--- config.mk ---
export PLATFORM = sky130hd
export DESIGN_NAME = patgen_playback
export DESIGN_NICKNAME = d
export VERILOG_FILES = /design/src/rtl/patgen_playback.sv
export SDC_FILE = /design/constraint.sdc
export NUM_CORES = 1
export LEC_CHECK = 0
export BUFFER_PORTS_ARGS = -buffer_cell sky130_fd_sc_hd__clkbuf_2
export CAP_MARGIN = 25
export CORE_MARGIN = 5
export CORE_UTILIZATION = 55
export CTS_CLUSTER_SIZE = 14
export DETAILED_ROUTE_END_ITERATION = 10
export PLACE_DENSITY = 0.91
export REMOVE_ABC_BUFFERS = 1
export SETUP_SLACK_MARGIN = 0.02
export SLEW_MARGIN = 20
export SYNTH_ARGS = -nofsm -noshare
export SYNTH_HDL_FRONTEND = slang
export SYNTH_SLANG_ARGS = --single-unit
--- constraint.sdc ---
create_clock -name clk -period 3.35 [get_ports clk]
set_input_delay 0.67 -clock clk [delete_from_list [all_inputs] [get_ports clk]]
set_output_delay 0.67 -clock clk [all_outputs]
set_load 0.05 [all_outputs]
--- src/rtl/patgen_playback.sv ---
`default_nettype none
// =============================================================================
// patgen_playback : plays an AXI-stream of sample words onto dout at ckdiv+1 rate
// Optional build macro PATGEN_UNDERRUN_HALT_EN ends the pattern on first underrun.
// Revision: 1.0
// =============================================================================
module patgen_playback #(
   parameter int SIZE    = 32,
   parameter int MAX_DIV = 32,
   parameter int SADDR_W = 24,
   localparam int DIV_W  = (MAX_DIV > 1) ? $clog2(MAX_DIV) : 1
) (
   input  logic               clk,
   input  logic               reset,
   input  logic [SIZE-1:0]    tdata,
   input  logic               tvalid,
   output logic               tready,
   input  logic               tlast,
   input  logic [DIV_W-1:0]   ckdiv,
   input  logic [SADDR_W-1:0] sample_count,
   input  logic [SIZE-1:0]    idle_level,
   input  logic               arm,
   input  logic               start,
   input  logic               abort,
   output logic               ready,
   output logic               armed,
   output logic               running,
   output logic               done,
   output logic               underrun,
   output logic [SADDR_W-1:0] emitted,
   output logic [SIZE-1:0]    dout
);

   typedef enum logic [2:0] {
      ST_IDLE  = 3'd0,
      ST_PRIME = 3'd1,
      ST_ARMED = 3'd2,
      ST_RUN   = 3'd3,
      ST_DONE  = 3'd4
   } state_t;

   state_t             state_q, state_d;
   logic [DIV_W-1:0]   ckdiv_l_q, ckdiv_l_d;
   logic [DIV_W-1:0]   div_q, div_d;
   logic [SADDR_W-1:0] count_l_q, count_l_d;
   logic [SADDR_W-1:0] emitted_q, emitted_d;
   logic [SIZE-1:0]    idle_l_q, idle_l_d;
   logic [SIZE-1:0]    hold_q, hold_d;
   logic [SIZE-1:0]    dout_q, dout_d;
   logic               hold_last_q, hold_last_d;
   logic               hold_valid_q, hold_valid_d;
   logic               fin_q, fin_d;
   logic               underrun_q, underrun_d;

   logic               gate;
   logic               tick;
   logic               take;
   logic               tready_c;
   logic               bypass;
   logic [SIZE-1:0]    emit_data;
   logic               emit_last;
   logic [SADDR_W-1:0] emitted_inc;

   always_comb begin
      state_d      = state_q;
      ckdiv_l_d    = ckdiv_l_q;
      count_l_d    = count_l_q;
      idle_l_d     = idle_l_q;
      hold_d       = hold_q;
      hold_last_d  = hold_last_q;
      hold_valid_d = hold_valid_q;
      div_d        = div_q;
      emitted_d    = emitted_q;
      underrun_d   = underrun_q;
      fin_d        = fin_q;
      dout_d       = dout_q;
      tready_c     = 1'b0;
      take         = 1'b0;
      bypass       = 1'b0;
      emit_data    = '0;
      emit_last    = 1'b0;
      gate         = !abort && !reset;
      emitted_inc  = (&emitted_q) ? emitted_q : emitted_q + 1'b1;
      tick         = (state_q == ST_RUN) && (div_q == ckdiv_l_q);

      case (state_q)
         ST_IDLE, ST_DONE: begin
            if (arm) begin
               ckdiv_l_d    = ckdiv;
               count_l_d    = sample_count;
               idle_l_d     = idle_level;
               emitted_d    = '0;
               underrun_d   = 1'b0;
               fin_d        = 1'b0;
               hold_valid_d = 1'b0;
               state_d      = ST_PRIME;
            end
         end

         ST_PRIME: begin
            tready_c = 1'b1;
            take     = tvalid && gate;
            if (take) begin
               hold_d       = tdata;
               hold_last_d  = tlast;
               hold_valid_d = 1'b1;
               state_d      = ST_ARMED;
            end
         end

         ST_ARMED: begin
            if (start) begin
               // Preloading terminal count makes the first RUN cycle a tick.
               div_d   = ckdiv_l_q;
               state_d = ST_RUN;
            end
         end

         ST_RUN: begin
            // A held tlast beat blocks refill so the next pattern's data stays in the stream.
`ifdef PATGEN_UNDERRUN_HALT_EN
            tready_c = !fin_q && (hold_valid_q ? (tick && !hold_last_q) : !tick);
`else
            tready_c = !fin_q && (hold_valid_q ? (tick && !hold_last_q) : 1'b1);
`endif
            take = tready_c && tvalid && gate;

            if (tick && fin_q) begin
               state_d = ST_DONE;
               dout_d  = idle_l_q;
            end else if (tick) begin
               if (!hold_valid_q) begin
                  underrun_d = 1'b1;
`ifdef PATGEN_UNDERRUN_HALT_EN
                  state_d    = ST_DONE;
                  dout_d     = idle_l_q;
`endif
               end
               // During a stretched tick a freshly arriving beat goes straight to dout.
               if (hold_valid_q || take) begin
                  bypass       = !hold_valid_q;
                  emit_data    = hold_valid_q ? hold_q : tdata;
                  emit_last    = hold_valid_q ? hold_last_q : tlast;
                  dout_d       = emit_data;
                  emitted_d    = emitted_inc;
                  div_d        = '0;
                  hold_valid_d = 1'b0;
                  fin_d        = emit_last ||
                                 ((count_l_q != '0) && (emitted_inc == count_l_q));
               end
            end else begin
               div_d = div_q + 1'b1;
            end

            if (take && !bypass) begin
               hold_d       = tdata;
               hold_last_d  = tlast;
               hold_valid_d = 1'b1;
            end
         end

         default: state_d = ST_IDLE;
      endcase

      if (abort) begin
         state_d      = ST_IDLE;
         dout_d       = idle_l_q;
         hold_valid_d = 1'b0;
         fin_d        = 1'b0;
         div_d        = '0;
         emitted_d    = emitted_q;
         underrun_d   = underrun_q;
      end
   end

   always_ff @(posedge clk) begin
      if (reset) begin
         state_q      <= ST_IDLE;
         ckdiv_l_q    <= '0;
         count_l_q    <= '0;
         idle_l_q     <= '0;
         hold_q       <= '0;
         hold_last_q  <= 1'b0;
         hold_valid_q <= 1'b0;
         div_q        <= '0;
         emitted_q    <= '0;
         underrun_q   <= 1'b0;
         fin_q        <= 1'b0;
         dout_q       <= '0;
      end else begin
         state_q      <= state_d;
         ckdiv_l_q    <= ckdiv_l_d;
         count_l_q    <= count_l_d;
         idle_l_q     <= idle_l_d;
         hold_q       <= hold_d;
         hold_last_q  <= hold_last_d;
         hold_valid_q <= hold_valid_d;
         div_q        <= div_d;
         emitted_q    <= emitted_d;
         underrun_q   <= underrun_d;
         fin_q        <= fin_d;
         dout_q       <= dout_d;
      end
   end

   assign tready   = tready_c && gate;
   assign ready    = (state_q == ST_IDLE) || (state_q == ST_DONE);
   assign armed    = (state_q == ST_ARMED);
   assign running  = (state_q == ST_RUN);
   assign done     = (state_q == ST_DONE);
   assign underrun = underrun_q;
   assign emitted  = emitted_q;
   assign dout     = dout_q;

endmodule
`default_nettype wire

==> impl_metrics.sql <==
INSERT INTO impl_metrics (metric_group, metric, value, unit) VALUES
('place', 'place_hpwl', '15300', 'um'),
('cts', 'maximum_buffer_depth_of_the_clock_tree', '2', ''),
('worst_setup_path', 'critical_path_required', '2.68', 'ns'),
('logic_synthesis', 'synthesis.area_per_instance', '8.05', 'um^2'),
('cts', 'cts.htree.levels', '4', ''),
('cts', 'ctsHoldBuffers', '0', ''),
('global_routing', 'grt_antenna_before_repair', '1', ''),
('status', 'outcome', 'completed', ''),
('floorplanning', 'rows', '43', ''),
('worst_setup_path', 'worst_path_max_fanout', '11', ''),
('power_and_ir_drop', 'design_power_total', '4.49', 'mW'),
('logic_synthesis', 'post_synth_main_area_contributors', 'sky130_fd_sc_hd__dfxtp_1 (41%), sky130_fd_sc_hd__mux2i_1 (8.5%), sky130_fd_sc_hd__a21oi_1 (8.0%)', ''),
('logic_synthesis', 'postSynthCellCount', '975', ''),
('floorplanning', 'die-height', '129', 'um'),
('final_layout', 'nets', '1211', ''),
('floorplanning', 'die_area', '16800', 'um^2'),
('sta', 'layout_min_cycle_time', '3.17', 'ns'),
('final_layout', 'sequential_cell_area', '3220', 'um^2'),
('worst_setup_path', 'reg2regPathDepth', '9', ''),
('logic_synthesis', 'synth_edf_count', '0', ''),
('final_layout', 'share_of_cells_above_drive_strength_1', '22.1', '%'),
('final_layout', 'area_growth_syn_to_layout', '19.7', '%'),
('worst_setup_path', 'worstSetupStartpointType', 'register', ''),
('routing', 'drt_pre_antenna_iters', '5', ''),
('floorplanning', 'initial_utilization', '56.4', '%'),
('place', 'numPortBuffers', '161', ''),
('final_layout', 'final_cell_count_no_fill', '1301', ''),
('power_and_ir_drop', 'irDropWorstVdd', '425', 'uV'),
('final_layout', 'filler_cell_count', '1105', ''),
('worst_setup_path', 'cp-end-kind', 'output pin', ''),
('sta', 'clock.fmax', '315', 'MHz'),
('worst_setup_path', 'crit_start', 'state_q[0]$_SDFFE_PP0P_', ''),
('final_layout', 'antenna_cells_inserted', '0', ''),
('logic_synthesis', 'ys_seq_elements', '161', ''),
('sta', 'slew_viol_final', '0', ''),
('logic_synthesis', 'yosysTopAreaCell', 'sky130_fd_sc_hd__dfxtp_1', ''),
('sta', 'grt_setup_unrepaired', 'no', ''),
('worst_hold_path', 'whs_path_depth', '3', ''),
('place', 'dp_worst_setup_slack', '0.410', 'ns'),
('routing', 'drtIter0Drc', '699', ''),
('logic_synthesis', 'synth-main-ff-cell', 'sky130_fd_sc_hd__dfxtp_1', ''),
('floorplanning', 'core-area', '13900', 'um^2'),
('logic_synthesis', 'ys.warnings.count', '0', ''),
('routing', 'wirelength', '22700', 'um'),
('cts', 'clock_latency_at_the_later_pin_of_the_worst_skew_pair', '0.43', 'ns'),
('worst_hold_path', 'end_point_of_the_most_critical_hold_path', 'idle_l_q[6]$_SDFFE_PP0P_', ''),
('sta', 'final_setup_viols', '0', ''),
('global_routing', 'gr-usage-all-layers', '27.1', '%'),
('global_routing', 'global_route_wire_length_before_repair', '36600', 'um'),
('sta', 'worstMarginPinSlew', '1.06', 'ns'),
('routing', 'wl_per_cell', '17.4', 'um'),
('floorplanning', 'die_w', '129', 'um'),
('worst_hold_path', 'hold_path.class', 'in2reg', ''),
('worst_setup_path', 'slowest_delay', '0.49', 'ns'),
('final_layout', 'postLayoutCoreUtil', '67.5', '%'),
('final_layout', 'final_area', '9400', 'um^2'),
('logic_synthesis', 'asyncSetResetFlopFracSynth', '0', '%'),
('global_routing', 'number_of_global_route_vias_before_repair', '7504', ''),
('routing', 'drc_violation_count_after_routing', '0', ''),
('sta', 'finalWorstSetupSlack', '0.179', 'ns'),
('worst_setup_path', 'rrSetupSlack', '0.32', 'ns'),
('logic_synthesis', 'synth.top_cells.by_count', 'sky130_fd_sc_hd__dfxtp_1 (161), sky130_fd_sc_hd__nand2_1 (161), sky130_fd_sc_hd__nor2_1 (136)', ''),
('sta', 'post_route_setup_tns', '0', 'ns'),
('place', 'global_placement_routability_congestion', '0.969', ''),
('cts', 'tritoncts.num_buffers', '17', ''),
('routing', 'drt-vias-per-instance', '5.80', ''),
('sta', 'max_slew_headroom', '29.6', '%'),
('sta', 'finalCritPeriodShare', '94.7', '%'),
('worst_setup_path', 'critical_path.cell_chain', 'nor2b_2, nand2_2, or3_1, o21a_1, o21ai_0, and3_1, buf_2', ''),
('global_routing', 'grt_start_max_net_pins', '105', ''),
('sta', 'finClkSkew', '0.0111', 'ns');
## power breakdown
group	switching, mW	internal (mW)
logic	0.267	0.152
registers	0.0485	1.98
clock network	0.840	1.21
total	1.16	3.34
## per-layer routing
layer	routed length, um	track usage (%)	up-vias
met1	9200	32.5	3487
li1	-	-	3663
met2	10700	44.9	338
met5	13	0	-
met3	2170	9.65	56
met4	624	9.78	2
## worst max path at each step
stage | to | depth (start not counted)
final | tready | 7
after global routing | tready | 7
after detailed placement | fin_q$_SDFFE_PP0P_ | 9
after floorplan | emitted[15]$_SDFFE_PP0P_ | 8
after global placement | fin_q$_SDFFE_PP0P_ | 9
after CTS | tready | 7
## logic make-up after synthesis
kind of cell	Yosys count	share of synthesized area, %
adder cells (fa/ha/maj)	2	0.319
XOR/XNOR	45	5.02
multiplexers	69	8.83
AO/OA/AOI/OAI	223	16.8
flip-flops	161	41.0
AND/OR/NAND/NOR	396	23.4
buffers and inverters	79	4.56
## sequential cells by signal (all words and copies together), names as in the netlist, 3 cells and up
register and count:
emitted 24, idle_l_q 32, count_l_q 24, div_q 5, hold_q 32, dout 32, ckdiv_l_q 5, state_q 3
## worst max-delay path: cells and delay by family (launching register included)
kind | cells | cell delay [ns]
simple gates | 4 | 1.07
flops | 1 | 0.43
buf+inv | 1 | 0.26
compound gates | 2 | 0.31
## cell type report
type                            count  area share, %
Tap cell                          180           2.40
Multi-Input combinational cell    735           45.7
Sequential cell                   161           34.3
Clock inverter                     13           1.86
Clock buffer                       18           4.67
Timing Repair Buffer              187           10.8
Inverter                            7          0.279
## what timing repair did
action	CTS	global route
endpoints found under the hold margin	0	0
gates resized for setup	0	3
setup endpoints to repair	0	1
## cells in the final DEF, fill, tap and decap left out, types with 3 or more instances in the layout
cell and count:
sky130_fd_sc_hd__dfxtp_1 160, sky130_fd_sc_hd__nand2_1 159, sky130_fd_sc_hd__clkbuf_2 159, sky130_fd_sc_hd__nor2_1 135
sky130_fd_sc_hd__a21oi_1 125, sky130_fd_sc_hd__mux2i_1 67, sky130_fd_sc_hd__a211oi_1 37, sky130_fd_sc_hd__xnor2_1 30
sky130_fd_sc_hd__o21ai_0 26, sky130_fd_sc_hd__buf_4 26, sky130_fd_sc_hd__clkbuf_16 17, sky130_fd_sc_hd__nor3_1 16
sky130_fd_sc_hd__xor2_1 15, sky130_fd_sc_hd__nand3_1 12, sky130_fd_sc_hd__nor4_1 10, sky130_fd_sc_hd__nand4_1 9
sky130_fd_sc_hd__inv_1 7, sky130_fd_sc_hd__and3_1 6, sky130_fd_sc_hd__nor2b_1 5, sky130_fd_sc_hd__nor3b_1 5
sky130_fd_sc_hd__inv_6 5, sky130_fd_sc_hd__o21a_1 4, sky130_fd_sc_hd__and4_1 4, sky130_fd_sc_hd__a221oi_1 4
sky130_fd_sc_hd__or4_1 3, sky130_fd_sc_hd__nand2b_1 3, sky130_fd_sc_hd__bufinv_16 3
(Power assumes the default switching activity.)
